File: src/rtl/btn_conditioner.sv
// btn_conditioner: synchronises, debounces and edge-detects raw push-button pins,
// producing a stable level plus one-cycle press/release pulses per button.
module btn_conditioner #(
   parameter int NB_BTN          = 4,
   parameter int NB_COUNTER      = 20,
   parameter int DEBOUNCE_CYCLES = 1000000
) (
   input  logic              clock,
   input  logic              i_reset,
   input  logic [NB_BTN-1:0] i_btn,
   output logic [NB_BTN-1:0] o_btn_level,
   output logic [NB_BTN-1:0] o_btn_press,
   output logic [NB_BTN-1:0] o_btn_release,
   output logic              o_any_press
);
   typedef enum logic [1:0] {IDLE_LOW, CHECK_HIGH, IDLE_HIGH, CHECK_LOW} state_t;
   // Acceptance happens on the edge where the counter would reach DEBOUNCE_CYCLES.
   localparam logic [NB_COUNTER-1:0] LAST = NB_COUNTER'(DEBOUNCE_CYCLES - 1);
   localparam logic [NB_COUNTER-1:0] ONE  = NB_COUNTER'(1);
   logic [NB_BTN-1:0] sync1, sync2, press_next, release_next;
   always_ff @(posedge clock) begin
      if (i_reset) begin
         sync1         <= '0;
         sync2         <= '0;
         o_btn_press   <= '0;
         o_btn_release <= '0;
         o_any_press   <= 1'b0;
      end else begin
         sync1         <= i_btn;
         sync2         <= sync1;
         o_btn_press   <= press_next;
         o_btn_release <= release_next;
         o_any_press   <= |press_next;
      end
   end
   for (genvar n = 0; n < NB_BTN; n++) begin : g_btn
      state_t                state, state_next;
      logic [NB_COUNTER-1:0] count, count_next;
      logic                  press_bit, release_bit;
      always_ff @(posedge clock) begin
         if (i_reset) begin
            state <= IDLE_LOW;
            count <= '0;
         end else begin
            state <= state_next;
            count <= count_next;
         end
      end
      always_comb begin
         state_next  = state;
         count_next  = count + ONE;
         press_bit   = 1'b0;
         release_bit = 1'b0;
         case (state)
            IDLE_LOW: begin
               state_next = sync2[n] ? CHECK_HIGH : IDLE_LOW;
               count_next = sync2[n] ? ONE : '0;
            end
            CHECK_HIGH: begin
               if (!sync2[n]) begin
                  state_next = IDLE_LOW;
                  count_next = '0;
               end else if (count == LAST) begin
                  state_next = IDLE_HIGH;
                  count_next = '0;
                  press_bit  = 1'b1;
               end
            end
            IDLE_HIGH: begin
               state_next = sync2[n] ? IDLE_HIGH : CHECK_LOW;
               count_next = sync2[n] ? '0 : ONE;
            end
            CHECK_LOW: begin
               if (sync2[n]) begin
                  state_next = IDLE_HIGH;
                  count_next = '0;
               end else if (count == LAST) begin
                  state_next  = IDLE_LOW;
                  count_next  = '0;
                  release_bit = 1'b1;
               end
            end
            default: begin
               state_next = IDLE_LOW;
               count_next = '0;
            end
         endcase
      end
      assign press_next[n]   = press_bit;
      assign release_next[n] = release_bit;
      assign o_btn_level[n]  = (state == IDLE_HIGH) || (state == CHECK_LOW);
   end
endmodule
File: config.mk
export PLATFORM = sky130hd
export DESIGN_NAME = btn_conditioner
export DESIGN_NICKNAME = d
export VERILOG_FILES = /design/src/rtl/btn_conditioner.sv
export SDC_FILE = /design/constraint.sdc
export NUM_CORES = 1
export LEC_CHECK = 0
export BUFFER_PORTS_ARGS = -buffer_cell sky130_fd_sc_hd__clkbuf_2
export CAP_MARGIN = 20
export CORE_ASPECT_RATIO = 0.9
export CORE_MARGIN = 2
export CORE_UTILIZATION = 65
export DETAILED_ROUTE_END_ITERATION = 10
export GPL_TIMING_DRIVEN = 0
export MAX_ROUTING_LAYER = met4
export PLACE_DENSITY = 0.83
export SYNTH_ARGS = -nofsm -noshare
export SYNTH_HDL_FRONTEND = slang
export SYNTH_SLANG_ARGS = --single-unit
File: constraint.sdc
create_clock -name clock -period 2.71 [get_ports clock]
set_clock_uncertainty 0.1 [all_clocks]
set_input_delay 0.542 -clock clock [delete_from_list [all_inputs] [get_ports clock]]
set_output_delay 0.542 -clock clock [all_outputs]
set_load 0.005 [all_outputs]
After elaboration in Yosys (flattened, before gate mapping)
Cells that the tools add are included.
Widths: inputs -> output; s select.
- bits of input ports: 6
- output and inout bits: 13
- register bits: 105
- word-level logic and storage cells: 129
- mux-type cells: 64
- bitwise gates (word level): 4
- reductions and logical operators: 17
- add/sub/neg operators: 4
- equality and inequality tests: 24
- operators by type and width (kind ; number):
    $pmux 20 s4 ; 4
    $mux 20 ; 12
    $add 20x1->20 const B ; 4
    $eq 20x20->1 const B ; 4
    $mux 2 ; 16
    $pmux 2 s4 ; 4
    $mux 1 ; 28
    $ne 3x3->1 const B ; 8
    $eq 2x2->1 const B ; 8
    $reduce_or 3->1 ; 4
    $eq 2x1->1 const B ; 4
    $logic_not 2->1 ; 4
    $reduce_and 2->1 ; 4
    $logic_or 1x1->1 ; 4
    $not 1->1 ; 4
    $reduce_or 4->1 ; 1

Logic depth before layout (Yosys ltp)
- word-level depth: 5
- mapped depth: 7
- depth with buffers taken out: 5

Least setup slack after synthesis
Ideal clock, no wire load.
- path kind: register to register
- start point: reg g_btn[3].count[0]
- end point: reg g_btn[3].count[10]
- slack: 0.938 ns
- cell stages (with the launch flop): 8
- path buffers: 2
- required time: 2.493 ns
- library setup time: 0.117 ns
- period minus slack after synthesis: 1.772 ns
- arrival time: 1.554 ns
- cells stage by stage: dfxtp_1 -> ha_1 -> nand2_1 -> nor4_1 -> a21o_1 -> buf_2 -> buf_2 -> nor2_1
- cells in the longest elaborated chain, start to end: 4
- elaborated cells on any way between the ends: 6
- those cells by class: add/sub (1); eq/ne (1); mux (4)
- RTL lines (what ; line ; text):
    start, declared ; 38 ; logic [NB_COUNTER-1:0] count, count_next;
    start signal, assigned ; 46 ; count <= count_next;
    $add 20x1->20 or $eq 20x20->1 (tied branches) ; 51, 63, 77 ;
    $mux 20 (*) ; 63, 77 ;
    $mux 20 (on tied branches) ; 74, 60 ;
    $pmux 20 s4 (*) ; 54 ; case (state)
Mark *: on every way between the ends. The rest lies on a longest branch, timed or not.
A chain may end at the register's enable or synchronous reset.

Final worst setup path
- start point: reg g_btn[1].count[0]
- end point: reg g_btn[1].count[12]
- cells in the longest elaborated chain, start to end: 4
- elaborated cells on any way between the ends: 6
- those cells by class: add/sub (1); eq/ne (1); mux (4)
- RTL lines (what ; line):
    start, declared ; 38
    start signal, assigned ; 46
    $add 20x1->20 or $eq 20x20->1 (tied branches) ; 51, 63, 77
    $mux 20 (*) ; 63, 77
    $mux 20 (on tied branches) ; 74, 60
    $pmux 20 s4 (*) ; 54
Marks and branches as above.

==> qor.csv <==
stage,metric,value,unit
timing,Worst-Margin Slew,0.4984,ns
yosys,Post-Synth XOR/XNOR Area,9.303,%
layout,final core occ,72.18,%
yosys,Area contributors post-synth,"dfxtp_1 (46%), xor2_1 (6.6%), nor2_1 (4.8%)",
yosys,Synth Area in Compound Gates,8.869,%
routing,DR WL/cell,13.36,um
clocking,CTS Buffer Depth,2,
yosys,main combinational cell family by area after synthesis,simple AND/OR/NAND/NOR gates,
flow_run,max cap viols,0,
routing,first-pass iteration count of the detailed router,4,
critical_path,Reg2Reg Depth,6,
yosys,Post-synth top cells,"dfxtp_1 (105), nor2_1 (59), nand2_1 (36)",
die,Initial Util,66.22,%
yosys,portion of netlist area occupied by mux cells,0.4340,%
critical_path,"Arr. time, crit path",2.27,ns
yosys,Yosys top cell by area,dfxtp_1,
yosys,YS warnings,0,
die,Die Ht,83.92,um
global_routing,gr usage total,24.09,%
timing,part of the cycle the worst path needs,77.56,%
layout,Fill cells,532,
pwr,peak supply drop,0.4232,mV
placed_design,Port-buffer cells,18,
placed_design,placer congestion estimate,0.8851,
yosys,Syn Std Cell Area,4613,sq um
layout,antenna diode count,0,
clocking,CTS root buf,clkbuf_8,
global_routing,first-pass GRT wire length,14920,um
die,Top Ports,19,
critical_path,crit-path max FO,10,
yosys,async set or reset register ratio after synthesis,0,%
timing,maximum operating frequency,475.8,MHz
yosys,"EDFF count, synth",0,
clocking,CTS tree,done,
clocking,worst-skew pair later-pin latency,0.37,ns
yosys,ys flop type,dfxtp_1,
pwr,pwr dens,515.9,nW/um^2
routing,final antenna-violating net count,0,
die,core footprint,6967,sq um
die,Die X,92.80,um
placed_design,DP HPWL,6140,um
timing,headroom to the max-slew limit,66.47,%
critical_path,Worst Setup End Kind,register,
worst_hold_path,hold path depth,2,
yosys,#FFs+latches synth,105,
clocking,Sink Count,105,
status,outcome,"complete, no violations",
routing,final WL,8565,um
pwr,LEAKAGE,1.677,nW
layout,fin nets,553,
timing,fin. max-slew vios,0,
timing,fin crit period,2.102,ns
global_routing,initial antenna violation count,0,
yosys,Synth Area in Simple Gates,31.27,%
clocking,# hold bufs at CTS,0,
critical_path,Startpoint Class,register,
yosys,post-synthesis sequential area ratio,45.57,%
yosys,"Distinct cells, synth",47,
layout,Area Overhead vs Synth,9.005,%
clocking,CTS H-tree depth,3,
yosys,Post-Syn Nets,524,
clocking,Post CTS Setup Buffer Count,0,
yosys,most common cell in the netlist,dfxtp_1,
critical_path,WS Path Type,reg2reg,
timing,Fin. Hold Viols,0,
clocking,clock-pin slew on the worst setup and hold paths,0.10,ns
routing,first-iteration detailed-routing DRC count,118,
die,row cnt,29,
global_routing,vias in the first global route,3376,
yosys,Synth Instances,514,
routing,vias post-DR,3694,
layout,share of layout cells above drive strength 1,10.40,%
yosys,post-synthesis average cell area,8.975,sq um
worst_hold_path,Worst Hold Class,in2reg,
timing,"Setup violations, final",0,
routing,post-route DRC violation count,0,
yosys,post-synthesis adder-cell area fraction,1.085,%
yosys,share of Yosys cell area claimed by the top area cell type,45.57,%
clocking,PostCTS Resize Cnt,0,
clocking,cts bufs inserted,9,
global_routing,largest net degree at the start of global routing,20,
die,Die Area,7788,sq um
critical_path,data required time of the critical path,2.87,ns
routing,routed vias/inst,5.763,
timing,total negative slack,0,ns
global_routing,total global routing overflow,0,
timing,RSZ-0062 raised after global routing,no,
[routing by layer]
layer / wire length, um / vias up / global-route usage, %
li1: - / 1914 / -
met1: 4131 / 1709 / 31.06
met2: 4039 / 62 / 38.21
met3: 298 / 9 / 5.872
met4: 96 / 0 / 6.283
met5: 0 / - / -
[cells by family (layout without fill, tap and decap cells)]
| family | count (synthesis) | count (layout) |
|---|---|---|
| XOR/XNOR | 49 | 49 |
| adder cells (fa/ha/maj) | 4 | 4 |
| multiplexers | 2 | 2 |
| flip-flops | 105 | 105 |
| buffers and inverters | 30 | 64 |
| AO/OA/AOI/OAI | 67 | 67 |
| AND/OR/NAND/NOR | 257 | 257 |
[registers in the layout (all words and copies together), names as in the netlist, named ones only]
signal         cells
g_btn.count       80
g_btn.state        4
o_any_press        1
o_btn_press        4
o_btn_release      4
sync1              4
sync2              4
[final timing paths]
kind | start | end | slack [ns]
worst min-delay path | i_btn[2] | sync1[2]$_SDFF_PP0_ | 0.27
worst max-delay path | g_btn[1].count[0]$_SDFF_PP0_ | g_btn[1].count[12]$_SDFF_PP0_ | 0.61
worst max register to register | g_btn[1].count[0]$_SDFF_PP0_ | g_btn[1].count[12]$_SDFF_PP0_ | 0.61
worst min register to register | sync1[2]$_SDFF_PP0_ | sync2[2]$_SDFF_PP0_ | 0.35
[final cells by class]
type,instances,area [sq um],area share [%]
well taps,93,116.4,2.314
clock inverters,7,85.08,1.692
inverters,10,37.54,0.7465
clock buffers,9,123.9,2.463
multi-input cells,379,2351,46.75
plain buffers,20,122.6,2.438
repair buffers,18,90.09,1.791
flip-flops and latches,105,2102,41.80
[critical path: stages, from the launching register on]
cell,delay [ns]
dfxtp_1,0.37
ha_1,0.15
clkbuf_1,0.31
nand4_2,0.25
o2111ai_2,0.49
buf_4,0.26
nor2_1,0.07
[layout by cell type, fill, tap and decap left out, drive strengths merged, types with 4 or more instances in the layout]
master	count
nor4	10
or4	16
a21oi	29
o21ai	14
o31ai	15
and4	12
nand4	25
ha	4
nor2b	9
dfxtp	105
a211oi	4
xnor2	14
nor3	7
and2	8
xor2	35
inv	14
clkbuf	34
buf	13
or3	14
nand2	36
nor2	59
nand3	32
and3	14
[report_power, final]
group          internal (W)  switching [W]
Combinational     0.0000110      0.0000143
Sequential          0.00155     0.00000689
Clock              0.000446       0.000565
[stage by stage]
stage | cells | instance area (sq um) | power [W] | hold WS, ns | worst slack [ns]
floorplan | 514 | 4613 | 0.001609 | 0.3138 | 0.9384
global placement | 625 | 4820 | 0.001617 | 0.3224 | 0.6460
detailed placement | 625 | 4820 | 0.001619 | 0.3226 | 0.6294
CTS | 641 | 5029 | 0.002615 | 0.2523 | 0.6075
global route | 641 | 5029 | 0.002681 | 0.2583 | 0.4070
finish | 641 | 5029 | 0.002594 | 0.2699 | 0.6082
(Power assumes the default switching activity.)
